### config.mk
export PLATFORM = sky130hd
export DESIGN_NAME = mem_write_buffer_flat
export DESIGN_NICKNAME = d
export VERILOG_FILES = /design/src/rtl/mem_write_buffer_pkg.sv /design/src/rtl/mem_write_buffer_if.sv /design/src/rtl/mem_write_buffer_match.sv /design/src/rtl/mem_write_buffer.sv /design/src/flat_wrapper.sv
export SDC_FILE = /design/constraint.sdc
export NUM_CORES = 1
export LEC_CHECK = 0
export ABC_AREA = 1
export CORE_MARGIN = 8
export CORE_UTILIZATION = 40
export CTS_BUF_LIST = sky130_fd_sc_hd__clkbuf_2 sky130_fd_sc_hd__clkbuf_4 sky130_fd_sc_hd__clkbuf_8
export DETAILED_ROUTE_END_ITERATION = 8
export SETUP_SLACK_MARGIN = 0.15
export SLEW_MARGIN = 10
export SYNTH_ARGS = -nofsm -noshare
export SYNTH_HDL_FRONTEND = slang
export SYNTH_SLANG_ARGS = --single-unit
### constraint.sdc
create_clock -name clk -period 12.8 [get_ports clk]
set_input_delay 1.92 -clock clk [delete_from_list [all_inputs] [get_ports clk]]
set_output_delay 1.92 -clock clk [all_outputs]
set_load 0.05 [all_outputs]
### src/rtl/mem_write_buffer_pkg.sv
// mem_write_buffer_pkg: widths, depth and drain FSM states shared by the write buffer slice.
package mem_write_buffer_pkg;
  localparam int ADDR_W = 16;
  localparam int DATA_W = 32;
  localparam int DEPTH = 4;
  localparam int PTR_W = 2;
  localparam logic [PTR_W:0] FULL_COUNT = (PTR_W + 1)'(DEPTH);
  typedef enum logic {WB_IDLE = 1'b0, WB_REQ = 1'b1} wbState_t;
endpackage

### src/rtl/mem_write_buffer_if.sv
// mem_write_buffer_if: cache-side write/lookup and memory-side drain signals of the write buffer.
interface mem_write_buffer_if;
  import mem_write_buffer_pkg::*;
  logic write;
  logic [ADDR_W-1:0] writeAddr;
  logic [DATA_W-1:0] writeData;
  logic full;
  logic empty;
  logic [ADDR_W-1:0] readAddr;
  logic fwdHit;
  logic [DATA_W-1:0] fwdData;
  logic memReq;
  logic [ADDR_W-1:0] memAddr;
  logic [DATA_W-1:0] memData;
  logic memAck;
  modport slave (
    input write, writeAddr, writeData, readAddr, memAck,
    output full, empty, fwdHit, fwdData, memReq, memAddr, memData
  );
  modport master (
    output write, writeAddr, writeData, readAddr, memAck,
    input full, empty, fwdHit, fwdData, memReq, memAddr, memData
  );
endinterface

### src/rtl/mem_write_buffer_match.sv
// mem_write_buffer_match: DEPTH-way address compare, youngest (nearest tail) match wins.
module mem_write_buffer_match
  import mem_write_buffer_pkg::*;
(
  input  logic [DEPTH-1:0]  valid,
  input  logic [ADDR_W-1:0] addrs [DEPTH],
  input  logic [PTR_W-1:0]  head,
  input  logic [ADDR_W-1:0] addr,
  output logic              hit,
  output logic [PTR_W-1:0]  idx
);
  logic [PTR_W-1:0] slot;
  // Walk from head towards tail so a later match overrides an older one.
  always_comb begin
    hit = 1'b0;
    idx = head;
    slot = head;
    for (int k = 0; k < DEPTH; k++) begin
      slot = head + PTR_W'(k);
      if (valid[slot] && addrs[slot] == addr) begin
        hit = 1'b1;
        idx = slot;
      end
    end
  end
endmodule

### src/rtl/mem_write_buffer.sv
// mem_write_buffer: posted write FIFO with coalescing, read forwarding and a req/ack drain FSM.
module mem_write_buffer
  import mem_write_buffer_pkg::*;
(
  input logic clk,
  input logic reset,
  mem_write_buffer_if.slave bus
);
  logic [ADDR_W-1:0] addrMem [DEPTH];
  logic [DATA_W-1:0] dataMem [DEPTH];
  logic [DEPTH-1:0] valid, wrMask;
  logic [PTR_W-1:0] head, tail, fwdIdx, wrIdx;
  logic [PTR_W:0] count;
  wbState_t state;
  logic fwdHit, wrHit, full, coalesce, alloc, pop, start;
  logic memReq;
  logic [ADDR_W-1:0] memAddr;
  logic [DATA_W-1:0] memData;
  // The head being drained is frozen: a same-address write must allocate a new entry.
  assign wrMask = valid & ~((state == WB_REQ) ? DEPTH'(1) << head : '0);
  assign full = count == FULL_COUNT;
  assign coalesce = bus.write && wrHit;
  assign alloc = bus.write && !wrHit && !full;
  assign pop = state == WB_REQ && bus.memAck;
  assign start = state == WB_IDLE && count != '0;
  mem_write_buffer_match uFwd (
    .valid(valid), .addrs(addrMem), .head(head), .addr(bus.readAddr), .hit(fwdHit), .idx(fwdIdx)
  );
  mem_write_buffer_match uWr (
    .valid(wrMask), .addrs(addrMem), .head(head), .addr(bus.writeAddr), .hit(wrHit), .idx(wrIdx)
  );
  assign bus.full = full;
  assign bus.empty = count == '0 && state == WB_IDLE;
  assign bus.fwdHit = fwdHit;
  assign bus.fwdData = fwdHit ? dataMem[fwdIdx] : '0;
  assign bus.memReq = memReq;
  assign bus.memAddr = memAddr;
  assign bus.memData = memData;
  always_ff @(posedge clk) begin
    if (coalesce) dataMem[wrIdx] <= bus.writeData;
    if (alloc) begin
      addrMem[tail] <= bus.writeAddr;
      dataMem[tail] <= bus.writeData;
    end
  end
  // A write coalescing into the head on the latch edge must reach memory, so bypass it.
  always_ff @(posedge clk or posedge reset)
    if (reset) begin
      valid <= '0;
      head <= '0;
      tail <= '0;
      count <= '0;
      state <= WB_IDLE;
      memReq <= 1'b0;
      memAddr <= '0;
      memData <= '0;
    end else begin
      valid <= (valid | (alloc ? DEPTH'(1) << tail : '0)) & ~(pop ? DEPTH'(1) << head : '0);
      if (alloc) tail <= tail + 1'b1;
      if (pop) head <= head + 1'b1;
      count <= count + {{PTR_W{1'b0}}, alloc} - {{PTR_W{1'b0}}, pop};
      if (start) begin
        state <= WB_REQ;
        memReq <= 1'b1;
        memAddr <= addrMem[head];
        memData <= (coalesce && wrIdx == head) ? bus.writeData : dataMem[head];
      end else if (pop) begin
        state <= WB_IDLE;
        memReq <= 1'b0;
      end
    end
endmodule
### src/flat_wrapper.sv
// flat-port wrapper written by rule: the top's interface ports become plain ports
module mem_write_buffer_flat import mem_write_buffer_pkg::*;
  (clk, reset, bus_write, bus_writeAddr, bus_writeData, bus_readAddr, bus_memAck, bus_full, bus_empty, bus_fwdHit, bus_fwdData, bus_memReq, bus_memAddr, bus_memData);
  mem_write_buffer_if bus_i ();
  input logic clk;
  input logic reset;
  input wire logic [$bits(bus_i.write)-1:0] bus_write;
  input wire logic [$bits(bus_i.writeAddr)-1:0] bus_writeAddr;
  input wire logic [$bits(bus_i.writeData)-1:0] bus_writeData;
  input wire logic [$bits(bus_i.readAddr)-1:0] bus_readAddr;
  input wire logic [$bits(bus_i.memAck)-1:0] bus_memAck;
  output wire logic [$bits(bus_i.full)-1:0] bus_full;
  output wire logic [$bits(bus_i.empty)-1:0] bus_empty;
  output wire logic [$bits(bus_i.fwdHit)-1:0] bus_fwdHit;
  output wire logic [$bits(bus_i.fwdData)-1:0] bus_fwdData;
  output wire logic [$bits(bus_i.memReq)-1:0] bus_memReq;
  output wire logic [$bits(bus_i.memAddr)-1:0] bus_memAddr;
  output wire logic [$bits(bus_i.memData)-1:0] bus_memData;
  assign bus_i.write = bus_write;
  assign bus_i.writeAddr = bus_writeAddr;
  assign bus_i.writeData = bus_writeData;
  assign bus_i.readAddr = bus_readAddr;
  assign bus_i.memAck = bus_memAck;
  assign bus_full = bus_i.full;
  assign bus_empty = bus_i.empty;
  assign bus_fwdHit = bus_i.fwdHit;
  assign bus_fwdData = bus_i.fwdData;
  assign bus_memReq = bus_i.memReq;
  assign bus_memAddr = bus_i.memAddr;
  assign bus_memData = bus_i.memData;
  mem_write_buffer u_core (.clk(clk), .reset(reset), .bus(bus_i));
endmodule
==> flow_metrics.tcl <==
set metrics [dict create \
    grt_pass1_vias 14500 \
    core_area_um2 40700 \
    max_cap_violations 0 \
    min_from "u_core.bus.memAddr[2]$_DFFE_PP0P_" \
    vias_per_cell 5.53 \
    path_max_fanout 110 \
    clk_path_buf_depth 3 \
    grt.overflow.total 0 \
    syn_area_um2 16500 \
    start_kind "flip-flop" \
    drt-total-wl_mm 58.4 \
    crit_chain "inv_4, buf_4, nand2_1, nand3_1, nand2_1, xor2_1, nand3b_1, nor2_1, nand3_1, nand2_1, nand2_1, nand2_2, buf_4, nand2_4, nand2_1, nand3_1, a21oi_1, clkdlybuf4s50_1" \
    ir_drop_mv 0.153 \
    final_util_pct 47.4 \
    skew_ps 31.2 \
    max_slew_margin_pct 20.6 \
    initial_core_util_pct 40.4 \
    use_met2_pct 38.2 \
    powerDensity_nw_per_um2 282 \
    rsz0062_at_grt "no" \
    drtIter0Drc 1542 \
    dr.pass1.iters 5 \
    ff2ff_setup_slack_ps 6850 \
    synth.top_cell.area_share_pct 40.9 \
    crit_slowest_cell "buf_4" \
    cts_tree "done" \
    status "finished, final reports clean" \
    crit_family "buffers and inverters" \
    setup-violations-final 0 \
    port_buffers 151 \
    reg2reg_from "u_core.head[0]$_DFFE_PP0P_" \
    htree_levels 2 \
    synth-main-ff-cell "edfxtp_1" \
    yosysSeqAreaShare_pct 50.1 \
    cp.arrival_ps 7340 \
    grt_util_met3_pct 4.20 \
    critPathCaptureType "primary output" \
    grt_busiest_layer "met2" \
    critPathBufInv 4 \
    synth_edf_count 224 \
    async_flop_share_pct 21.4 \
    total_power_mw 5.44 \
    root_buffer "clkbuf_8" \
    nets 2224 \
    worstHoldEndpoint "u_core.bus.memAddr[2]$_DFFE_PP0P_" \
    hold_class "reg2reg" \
    rows 74 \
    synth.distinct_cells 36 \
    met1_usage_pct 32.3 \
    cpPeakStageDelay_ps 980 \
    synth.avg_cell_area_um2 8.11 \
    setup_tns_ps 0 \
    worst_slew_pin_slew_ps 1190 \
    io_pins 152 \
    clk_pin_slew_ps 60 \
    clock-sinks 285 \
    n_fill_cell 3995 \
    post-cts-setup-buffers 0 \
    netlist_instances 2030 \
    die_area_um2 47900 \
    layout-drive-gt1-share_pct 7.50 \
    cts_hold_buf 0 \
    synthMostInstantiatedCell "nand2_1" \
    yosysWarnings 0 \
    place.gp.congestion 1.03 \
    fin_crit_ps 9260 \
    synthTopCellsByArea "edfxtp_1 41%, nand2_1 14%, nand3_1 9.4%, dfrtp_1 9.3%, nor2_1 4.6%" \
    reg2reg_to "u_core.dataMem[0][7]$_DFFE_PP_" \
    hold_ws_ps 487 \
    antenna_found_initial 3 \
    die_h_um 219 \
    whs_path_depth 2 \
    crit_required_ps 10880 \
    r2r.worst_path.cells 19 \
    vias 15000 \
    fp.dieW_um 219 \
    timing.fmax_mhz 108 \
    synth_top_area_cell "edfxtp_1" \
    dp_hpwl_mm 40.0 \
    critical_path_class "reg2out" \
    critPathMostFrequentCell "nand2_1" \
    final-seq-area_um2 8260 \
    antenna_left 0 \
    multi_input_area_um2 7120 \
    wire_per_inst_um 21.5 \
    synth-seq-cells 285 \
    stdcell_area_um2 19300 \
    track_usage_pct 23.9 \
    netlist_top_cells_count "622 x nand2_1, 310 x nand3_1, 224 x edfxtp_1, 200 x nor2_1, 142 x inv_1" \
    cts_resized 0 \
    placed_area_um2 18200 \
    p_leak_nw 8.24 \
    grt_max_degree 111 \
    grt_pass1_wl_mm 87.6 \
    finalHoldViolations 0 \
    fin_crit_sh_pct 72.3 \
    areaGrowthSynthToFinish_pct 17.2 \
    clock_latency_ps 650 \
    cts_made_buffers 49 \
    drc 0 \
    synth_nets 2109 \
    drv_slew 0 \
]
-- worst min-delay path, stage by stage, from the launching register on --
cell,delay [ps]
dfrtp_1,340
nand2_1,50
o21ai_0,60
-- placed cells by master (no fill, tap or decap), drive strengths merged, types with 7 or more instances in the layout --
| master | instances |
|---|---|
| o21ai | 114 |
| nor2 | 200 |
| inv | 146 |
| a31oi | 32 |
| xor2 | 31 |
| nand2 | 624 |
| mux2 | 32 |
| a21oi | 68 |
| ha | 10 |
| nand3b | 11 |
| dfrtp | 61 |
| clkinv | 19 |
| nand4 | 17 |
| clkbuf | 68 |
| edfxtp | 224 |
| nand3 | 323 |
| nor3 | 7 |
| buf | 16 |
| clkdlybuf4s50 | 151 |
-- area by class of cell --
cell class	count	share of cell area, %
flip-flops and latches	285	42.8
multi-input cells	1497	36.9
repair buffers	167	8.46
clock buffers	68	4.43
well taps	532	3.45
inverters	145	2.84
clock inverters	24	1.12
diodes	1	0.0130
-- cell families (layout without fill, tap and decap cells) --
| kind of cell | after synthesis | after routing | synth area share [%] |
|---|---|---|---|
| mux | 32 | 32 | 2.19 |
| other cells | 0 | 1 | 0 |
| simple gates | 1195 | 1195 | 31.0 |
| compound gates | 227 | 227 | 7.32 |
| flops | 285 | 285 | 50.1 |
| buf+inv | 248 | 404 | 6.81 |
| fa+ha+maj | 11 | 11 | 0.882 |
| xor+xnor | 32 | 32 | 1.70 |
-- routing by layer --
metal / part of all wire [%] / wire length (µm) / vias to the layer above
met5: 0.045 / 26 / -
met3: 8.1 / 4710 / 111
li1: - / - / 7080
met1: 43 / 25000 / 7209
met2: 46 / 26800 / 638
met4: 3.2 / 1850 / 4
-- how the worst max path moves through the flow --
| stage | slack [ps] | depth (start not counted) | start | end |
|---|---|---|---|---|
| floorplan | 6560 | 25 | u_core.head[0]$_DFFE_PP0P_ | bus_fwdData[10] |
| global placement | 4260 | 18 | u_core.head[0]$_DFFE_PP0P_ | bus_fwdData[13] |
| CTS | 3470 | 18 | u_core.head[0]$_DFFE_PP0P_ | bus_fwdData[13] |
| detailed placement | 4190 | 18 | u_core.head[0]$_DFFE_PP0P_ | bus_fwdData[13] |
| finish | 3540 | 18 | u_core.head[0]$_DFFE_PP0P_ | bus_fwdData[13] |
| global route | 3060 | 18 | u_core.head[0]$_DFFE_PP0P_ | bus_fwdData[17] |
-- where the power goes --
part / internal, mW / switching (mW)
Clock: 0.499 / 0.399
Combinational: 0.859 / 2.26
Sequential: 1.28 / 0.141
Total: 2.64 / 2.80
-- stage by stage --
step,instances,worst slack [ps]
floorplan,2030,6560
global placement,2626,4260
detailed placement,2626,4190
CTS,2718,3470
global route,2718,3060
finish,2719,3540
Note: power is estimated with default switching activity, not from simulation.
